### config.mk
export PLATFORM = sky130hd
export DESIGN_NAME = mult_div_unit
export DESIGN_NICKNAME = d
export VERILOG_FILES = /design/src/rtl/mdu_pkg.sv /design/src/rtl/mult_div_unit.sv
export SDC_FILE = /design/constraint.sdc
export NUM_CORES = 1
export LEC_CHECK = 0
export CORE_AREA = 2 2 160 162
export DETAILED_ROUTE_END_ITERATION = 10
export DIE_AREA = 0 0 162 164
export PLACE_DENSITY = 0.89
export SYNTH_ARGS = -nofsm -noshare
export SYNTH_HDL_FRONTEND = slang
export SYNTH_SLANG_ARGS = --single-unit
export TNS_END_PERCENT = 30
### constraint.sdc
create_clock -name CLOCK -period 7 [get_ports CLOCK]
set_input_delay 1.05 -clock CLOCK [delete_from_list [all_inputs] [get_ports CLOCK]]
set_output_delay 1.05 -clock CLOCK [all_outputs]
set_load 0.01 [all_outputs]
### src/rtl/mdu_pkg.sv
// mdu_pkg: shared opcodes, FSM encoding and default width for the HI/LO multiply/divide unit
package mdu_pkg;
  localparam int MDU_WIDTH = 32;
  localparam logic [1:0] OP_MULT  = 2'b00;
  localparam logic [1:0] OP_MULTU = 2'b01;
  localparam logic [1:0] OP_DIV   = 2'b10;
  localparam logic [1:0] OP_DIVU  = 2'b11;
  typedef enum logic [1:0] {IDLE, RUN, FIX} state_t;
endpackage

### src/rtl/mult_div_unit.sv
// mult_div_unit: iterative one-bit-per-cycle MULT/MULTU/DIV/DIVU into HI/LO, with MTHI/MTLO
module mult_div_unit
  import mdu_pkg::*;
#(
  parameter int WIDTH = MDU_WIDTH
) (
  input  logic             CLOCK,
  input  logic             RESET,
  input  logic             START,
  input  logic [1:0]       OP,
  input  logic [WIDTH-1:0] SRC_A,
  input  logic [WIDTH-1:0] SRC_B,
  input  logic             MT_HI,
  input  logic             MT_LO,
  output logic             BUSY,
  output logic             DONE,
  output logic [WIDTH-1:0] HI,
  output logic [WIDTH-1:0] LO
);
  localparam int CW = $clog2(WIDTH);
  state_t state, state_n;
  logic [CW-1:0] cnt;
  logic is_div, neg_res, neg_rem, sgn, sa, sb, ge;
  logic [WIDTH-1:0] acc, lo_sh, b_mag, a_abs, b_abs, rem_diff, quo_fix, rem_fix;
  logic [WIDTH:0] sum, rem_sh;
  logic [2*WIDTH-1:0] prod, prod_fix;
  assign sgn = (OP == OP_MULT) || (OP == OP_DIV);
  assign sa = sgn & SRC_A[WIDTH-1];
  assign sb = sgn & SRC_B[WIDTH-1];
  assign a_abs = sa ? -SRC_A : SRC_A;
  assign b_abs = sb ? -SRC_B : SRC_B;
  // multiply: {acc, lo_sh} is the product shifting right, multiplier bits consumed from lo_sh[0]
  assign sum = {1'b0, acc} + (lo_sh[0] ? {1'b0, b_mag} : '0);
  // divide: acc is the partial remainder, lo_sh shifts dividend out and quotient in
  assign rem_sh = {acc, lo_sh[WIDTH-1]};
  assign ge = rem_sh >= {1'b0, b_mag};
  assign rem_diff = rem_sh[WIDTH-1:0] - b_mag;
  assign prod = {acc, lo_sh};
  assign prod_fix = neg_res ? -prod : prod;
  // divide by zero leaves quotient all ones and remainder restores to SRC_A via dividend sign
  assign quo_fix = (neg_res && b_mag != '0) ? -lo_sh : lo_sh;
  assign rem_fix = neg_rem ? -acc : acc;
  always_ff @(posedge CLOCK or posedge RESET)
    if (RESET) state <= IDLE;
    else state <= state_n;
  always_comb begin
    state_n = (state == IDLE) ? (START ? RUN : IDLE) :
              (state == RUN) ? ((cnt == '0) ? FIX : RUN) : IDLE;
  end
  always_comb begin
    BUSY = state != IDLE;
  end
  always_ff @(posedge CLOCK or posedge RESET) begin
    if (RESET) begin
      cnt <= '0;
      is_div <= 1'b0;
      neg_res <= 1'b0;
      neg_rem <= 1'b0;
      acc <= '0;
      lo_sh <= '0;
      b_mag <= '0;
      HI <= '0;
      LO <= '0;
      DONE <= 1'b0;
    end else begin
      DONE <= 1'b0;
      if (state == IDLE) begin
        if (START) begin
          is_div <= OP[1];
          neg_res <= sa ^ sb;
          neg_rem <= sa;
          b_mag <= b_abs;
          acc <= '0;
          lo_sh <= a_abs;
          cnt <= CW'(WIDTH - 1);
        end else begin
          if (MT_HI) HI <= SRC_A;
          if (MT_LO) LO <= SRC_A;
        end
      end else if (state == RUN) begin
        cnt <= cnt - 1'b1;
        if (is_div) begin
          acc <= ge ? rem_diff : rem_sh[WIDTH-1:0];
          lo_sh <= {lo_sh[WIDTH-2:0], ge};
        end else begin
          acc <= sum[WIDTH:1];
          lo_sh <= {sum[0], lo_sh[WIDTH-1:1]};
        end
      end else begin
        HI <= is_div ? rem_fix : prod_fix[2*WIDTH-1:WIDTH];
        LO <= is_div ? quo_fix : prod_fix[WIDTH-1:0];
        DONE <= 1'b1;
      end
    end
  end
endmodule

# Word level (Yosys, flattened, before mapping)
# Cells that the tools add are included.
# totals
wordCells,76
input_bits,71
reg_bits,171
output_inout_bits,66
# op_classes
muxes,34
n_reduce_logical,12
bitwise,3
n_addsub,8
eq_ne,7
n_lt_le_gt_ge,1
# ops
cell,n
two-way mux 32 bit,24
negator 32 bit,4
two-way mux 64 bit,1
negator 64 bit,1
adder 32 x 32 -> 33 bit,1
>= comparator 33 x 32 -> 1 bit,1
nonzero test 32 bit,1
subtractor 32 bit,1
two-way mux 5 bit,3
inequality test 2 bit (second input constant),5
two-way mux 2 bit,3
AND reduction 3 bit,2
zero test 5 bit,1
subtractor 5 x 1 -> 5 bit (second input constant),1
zero test 2 bit,2
AND reduction 2 bit,2
nonzero test 2 bit,2
two-way mux 1 bit,3
AND 1 bit,2
equality test 2 x 1 -> 1 bit (second input constant),1
equality test 2 bit (second input constant),1
logical AND 1 bit,1
logical OR 1 bit,1
XOR 1 bit,1

# Logic depth before layout (Yosys ltp)
# Gate-level depths: netlist (run 1).
# depth
word_depth,6
ltp_mapped,14
mapped_depth_nobuf,13

# Worst setup path after synthesis (run 1)
# OpenSTA, ideal clock, no wires.
# synth_timing
path_kind,register -> register
from,register lo_sh[0]
to,register acc[24]
synth_period_minus_slack_ps,3417
required_ps,6867
stages_incl_launch_ff,15
n_path_buf,2
setup_time_ps,133
setup_slack_ps,3583
t_arrival_ps,3284
path_cell_list,dfrtp_1 inv_1 clkbuf_1 nor2_1 ha_1 clkbuf_1 a21oi_1 a21oi_1 o41a_1 or3b_1 a211oi_1 o21bai_1 or2_0 a32oi_1 o21ai_0
# synth_between
elab_chain_cells,5
# synth_lines
item,line,text
from (decl),mult_div_unit.sv:24,"logic [WIDTH-1:0] acc, lo_sh, b_mag, a_abs, b_abs, rem_diff, quo_fix, rem_fix;"
from (signal assigned),mult_div_unit.sv:74,lo_sh <= a_abs;
from (signal assigned),mult_div_unit.sv:84,"lo_sh <= {lo_sh[WIDTH-2:0], ge};"
from (signal assigned),mult_div_unit.sv:87,"lo_sh <= {sum[0], lo_sh[WIDTH-1:1]};"
two-way mux 32 bit,mult_div_unit.sv:33,"assign sum = {1'b0, acc} + (lo_sh[0] ? {1'b0, b_mag} : '0);"
adder 32 x 32 -> 33 bit,mult_div_unit.sv:33,
two-way mux 32 bit,mult_div_unit.sv:82,if (is_div) begin
two-way mux 32 bit,mult_div_unit.sv:80,end else if (state == RUN) begin
two-way mux 32 bit,mult_div_unit.sv:67,if (state == IDLE) begin
to (signal assigned),mult_div_unit.sv:83,acc <= ge ? rem_diff : rem_sh[WIDTH-1:0];
to (signal assigned),mult_div_unit.sv:86,acc <= sum[WIDTH:1];
to (decl),mult_div_unit.sv:24,
# Every way passes these cells. The select of a mux whose other input is x is not followed.
# A chain may end at the register's enable or synchronous reset.

# Worst setup path in the final report (run 1)
# layout_timing
from,register acc[0]
to,register acc[30]
# layout_between
elab_chain_cells,5
word_cells_on_any_way,7
cone_classes,add/sub: 2; order compare: 1; mux: 4
# layout_lines
item,line
subtractor 32 bit / >= comparator 33 x 32 -> 1 bit (equally long branches),"mult_div_unit.sv:37, mult_div_unit.sv:36"
two-way mux 32 bit,mult_div_unit.sv:83
two-way mux 32 bit (*),mult_div_unit.sv:82
two-way mux 32 bit (*),mult_div_unit.sv:80
two-way mux 32 bit (*),mult_div_unit.sv:67
# Every way passes the cells marked *; elsewhere a longest branch is shown, timed or not. The select of a mux whose other input is x is not followed.

==> results of run 1 <==
## per-layer routing
metal,wire [um],vias up,global-route usage,part of all wire
met3,3900,173,0.0472,0.085
met5,0,-,0,0
li1,-,6706,-,-
met4,2290,0,0.172,0.050
met2,21700,822,0.586,0.47
met1,18000,6831,0.427,0.39
## worst paths after layout
kind | start | cells after the start | endpoint
min in group asynchronous | RESET | 2 | lo_sh[3]
max in group asynchronous | RESET | 3 | acc[24]
worst max-delay path | acc[0] | 11 | acc[30]
worst max register to register | acc[0] | 11 | acc[30]
worst min-delay path | LO[9] | 2 | LO[9]
worst min register to register | LO[9] | 2 | LO[9]
## Yosys cell counts (all sizes together), types with 27 or more instances
cell    number
dfrtp      171
ha          70
a22oi       27
mux2i       52
o31ai       27
nand2      185
o21ai      192
nand3       37
a21oi      161
xor2        73
nor3        39
xnor2       93
inv         68
nor2       189
clkbuf      84
## metrics by stage
stage,utilization,setup slack [ns],area (um^2),hold WS (ns),instances
6_report,0.667,2.92,16500,0.479,2239
4_1_cts,0.667,3.01,16500,0.486,2239
2_1_floorplan,-,1.32,14400,0.450,1821
3_3_place_gp,0.643,2.80,16000,0.461,2207
3_5_place_dp,0.643,2.78,16000,0.469,2207
5_1_grt,0.667,2.77,16500,0.502,2239
## logic make-up after synthesis
group,synth area share
XOR/XNOR,0.101
buffers and inverters,0.0449
adder cells (fa/ha/maj),0.0637
multiplexers,0.0417
AO/OA/AOI/OAI,0.245
AND/OR/NAND/NOR,0.206
flip-flops,0.298
## layout make-up
type                       instances  share of cell area
inverter                          69              0.0160
timing repair buffer             155              0.0909
multi-input combinational       1482               0.574
sequential                       171               0.259
clock inverter                    14             0.00922
clock buffer                      18              0.0265
tap                              330              0.0250
## state kept, by name, indices dropped and copies added (netlist names)
name and flops:
HI 32, LO 32, acc 32, b_mag 32, lo_sh 32, cnt 5, state 2, DONE 1
is_div 1, neg_rem 1, neg_res 1
## critical path, stage by stage (launching register included)
cell and delay, ns:
dfrtp_1 0.50, ha_1 0.35, nor2b_1 0.17, o21bai_1 0.33
a211oi_1 0.15, o31a_1 0.34, o31a_1 0.33, nor3b_2 0.18
buf_4 0.21, or2_0 0.95, mux2_2 0.43, nand4_1 0.08
## power groups by stage
stage	clock network (mW)	registers (mW)	logic, mW
2_1_floorplan	0	1.88	4.03
3_3_place_gp	0	2.02	5.40
3_5_place_dp	0	2.05	5.51
4_1_cts	0.971	2.03	5.54
5_1_grt	1.02	2.12	6.18
6_report	0.979	2.06	5.66
==> impl_metrics.ini, run 1 <==
[worst_setup_path]
crit_arrival_ns = 4.46
crit_type = reg2reg
r2r_setup_slack_ns = 2.92
worstSetupEndpointType = register
startpoint_type = register
path_max_fanout = 14
required_ns = 7.38

[hold_path]
hp-class = reg2reg

[sta]
fin_skew_ns = 0.0146
period_share = 0.583
rsz0062_at_grt = false
worstMarginPinSlew_ns = 1.24
final.setup.tns_ns = 0
drv_slew = 0
setup_violations = 0
min_period_ns = 4.08
hold_violations = 0
slew_headroom = 0.175
fmax_mhz = 245

[global_routing]
grt_pass1_wl_um = 72300
grt_usage = 0.343
gr-total-overflow = 0
grt_max_degree = 97
grt_antenna_before_repair = 0
grt_pass1_vias = 14100

[synth]
synthCells = 1821
synth_edf_count = 0
avgSynthCellArea_um2 = 7.89
ys_seq_elements = 171
syn_nets = 1964
yosysTopAreaCell = dfrtp_1
synth_largest_type_area_fraction = 0.298
yosys_warnings = 0
ys_types = 76
synth-async-reset-ratio = 1.00
ys.flop_type = dfrtp_1
ys_seq_area_frac = 0.298
synthTopCellsByArea = dfrtp_1 (30%), o21ai_0 (6.6%), ha_1 (6.1%)
syn-cell-area_um2 = 14400

[clock_network]
cts_resized = 0
clk_pin_slew_ns = 0.08
clock_sinks = 171
cts-buffers-inserted = 17
cts_root_buf = clkbuf_16
clk_path_buf_depth = 2
post_cts.repair.setup_buffers = 0
cts_tree = done
cts_hold_buf = 0
htree_num_levels = 4
clk_latency_ns = 0.44

[drt]
antenna_left = 0
drt-wirelength-per-cell_um = 20.5
drc = 0
dr.pass1.iters = 8
viasPerCell = 6.49
drt_iter0_drc = 1499
vias = 14500
routed_wl_um = 45900

[floorplan]
die_h_um = 164
start_util = 0.579
ios = 137
coreArea_um2 = 24800
die_area_um2 = 26600
die_w_um = 162
rows = 58

[place]
hpwlAfterDp_um = 33700
place_congestion = 0.971
port_buffers = 136

[status]
status = complete, no violations

[pwr]
power_frac_comb = 0.650
power_mw = 8.70
p_int_mw = 4.31
power.leakage_nw = 7.11
p_per_area_nw_per_um2 = 526
clockPowerShare = 0.113
power_frac_seq = 0.237
swShare = 0.505
ir_drop_uv = 360
p_sw_mw = 4.39

[finish]
nFillCells = 2062
drive_above_1_share = 0.0477
final_cell_mix = o21ai_0 (189), nor2_1 (185), nand2_1 (184), dfrtp_1 (170), a21oi_1 (159)
final_common_cell = o21ai_0
n_antenna_cell = 0
seqCellArea_um2 = 4280
multi_input_area_um2 = 9490
syn2layout_area_growth_pct = 15.2
nets = 2039

[job]
maxCapViolCount = 0
No activity file was read; power rests on OpenSTA's default activity.
==> run 2, diff against run 1 <==
- CORE_AREA: 2 2 160 162 -> 2 2 167 169
- DIE_AREA: 0 0 162 164 -> 0 0 169 171
- PLACE_DENSITY: 0.89 -> 0.86
- clock period: 7 -> 3.6 ns (I/O delays scaled with it)
==> impl_metrics.ini, run 2 (synthesis gave the netlist of run 1 again) <==
[clock_network]
clk_pin_slew_ns = 0.08
cts_root_buf = clkbuf_16
cts_hold_buf = 0
cts_tree = done
htree_num_levels = 4
post_cts.repair.setup_buffers = 0
clock_sinks = 171
clk_latency_ns = 0.45
clk_path_buf_depth = 2
cts_resized = 2
cts-buffers-inserted = 17

[place]
port_buffers = 136
place_congestion = 1.00
hpwlAfterDp_um = 36200

[global_routing]
grt_usage = 0.328
grt_antenna_before_repair = 0
grt_pass1_wl_um = 75100
grt_max_degree = 96
grt_pass1_vias = 14400
gr-total-overflow = 0

[drt]
vias = 14900
drt-wirelength-per-cell_um = 20.1
antenna_left = 0
drt_iter0_drc = 1554
drc = 0
viasPerCell = 6.35
routed_wl_um = 47200
dr.pass1.iters = 6

[floorplan]
die_w_um = 169
rows = 61
coreArea_um2 = 27300
start_util = 0.526
die_h_um = 171
ios = 137
die_area_um2 = 28900

[sta]
fin_skew_ns = 0.0198
fmax_mhz = 290
period_share = 0.957
drv_slew = 0
hold_violations = 0
min_period_ns = 3.45
final.setup.tns_ns = 0
rsz0062_at_grt = false
setup_violations = 0
slew_headroom = 0.370
worstMarginPinSlew_ns = 0.945

[pwr]
p_per_area_nw_per_um2 = 1030
ir_drop_uv = 449
power.leakage_nw = 7.57

[worst_setup_path]
required_ns = 3.97
crit_arrival_ns = 3.82
critPathMaxStageDelay_ns = 0.45
startpoint_type = register
crit_slowest_cell = dfrtp_2
worstSetupEndpointType = register
path_max_fanout = 4
crit_type = reg2reg
path_cells = ha_1 -> inv_1 -> fa_1 -> a21oi_2 -> o221ai_1 -> a2111oi_2 -> buf_4 -> o211ai_1 -> a31o_2 -> a21o_1 -> a211o_1 -> a211o_1 -> nand4_1
crit_top_cell = a211o_1

[finish]
drive_above_1_share = 0.0940
utilization = 0.634
nFillCells = 2331
final_common_cell = o21ai_0
nets = 2129
final_cell_mix = o21ai_0 (188), nor2_1 (186), nand2_1 (184), dfrtp_1 (169), a21oi_1 (156)
syn2layout_area_growth_pct = 20.6
n_antenna_cell = 0

[job]
maxCapViolCount = 0

[hold_path]
hp-class = reg2reg

[status]
status = complete, no violations
## run 2: through the flow
step	area (um^2)	power (mW)	instances	hold WS (ns)	setup WS, ns
after floorplan	14400	11.5	1821	0.450	0.183
after global placement	16700	15.1	2313	0.461	0.0743
after detailed placement	16700	15.5	2313	0.469	-0.0114
after CTS	17300	17.4	2345	0.488	0.0471
after global routing	17300	19.0	2345	0.522	0.0111
final	17300	17.8	2345	0.481	0.153
## run 2: where the power goes
part	switching [mW]	internal (mW)	total (mW)
Combinational	6.85	5.28	12.1
Sequential	0.949	2.77	3.72
Clock	0.974	0.937	1.91
Total	8.78	8.99	17.8
## run 2: area by class of cell
class	instances	area, um^2	area share
clock buffers	17	425	0.0245
multi-input cells	1482	9530	0.550
well taps	346	433	0.0250
flip-flops and latches	171	4280	0.247
inverters	69	263	0.0152
clock inverters	15	171	0.00989
repair buffers	245	2230	0.129
## run 2: worst paths after layout
| kind | from | end | slack, ns | depth (start not counted) |
|---|---|---|---|---|
| worst max-delay path | b_mag[0] | acc[30] | 0.15 | 13 |
| worst min-delay path | LO[4] | LO[4] | 0.48 | 2 |
| worst max register to register | b_mag[0] | acc[30] | 0.15 | 13 |
| worst min register to register | LO[4] | LO[4] | 0.48 | 2 |
| max in group asynchronous | RESET | b_mag[0] | 2.08 | 3 |
| min in group asynchronous | RESET | HI[8] | 0.61 | 2 |
## run 2: critical path: cells and delay by family, from the launching register on
family / cells / cell delay [ns]
AOI/OAI and AO/OA: 8 / 2.01
adders and majority gates: 2 / 0.60
DFF: 1 / 0.45
buffers and inverters: 2 / 0.23
and+or+nand+nor: 1 / 0.07
## run 2: metal layers
metal  global-route usage  vias to the layer above  part of all wire
met5                    0                        -                 0
met2                0.555                      814              0.47
met1                0.410                     7021              0.39
met3               0.0548                      158             0.088
met4                0.156                        0             0.044
li1                     -                     6897                 -
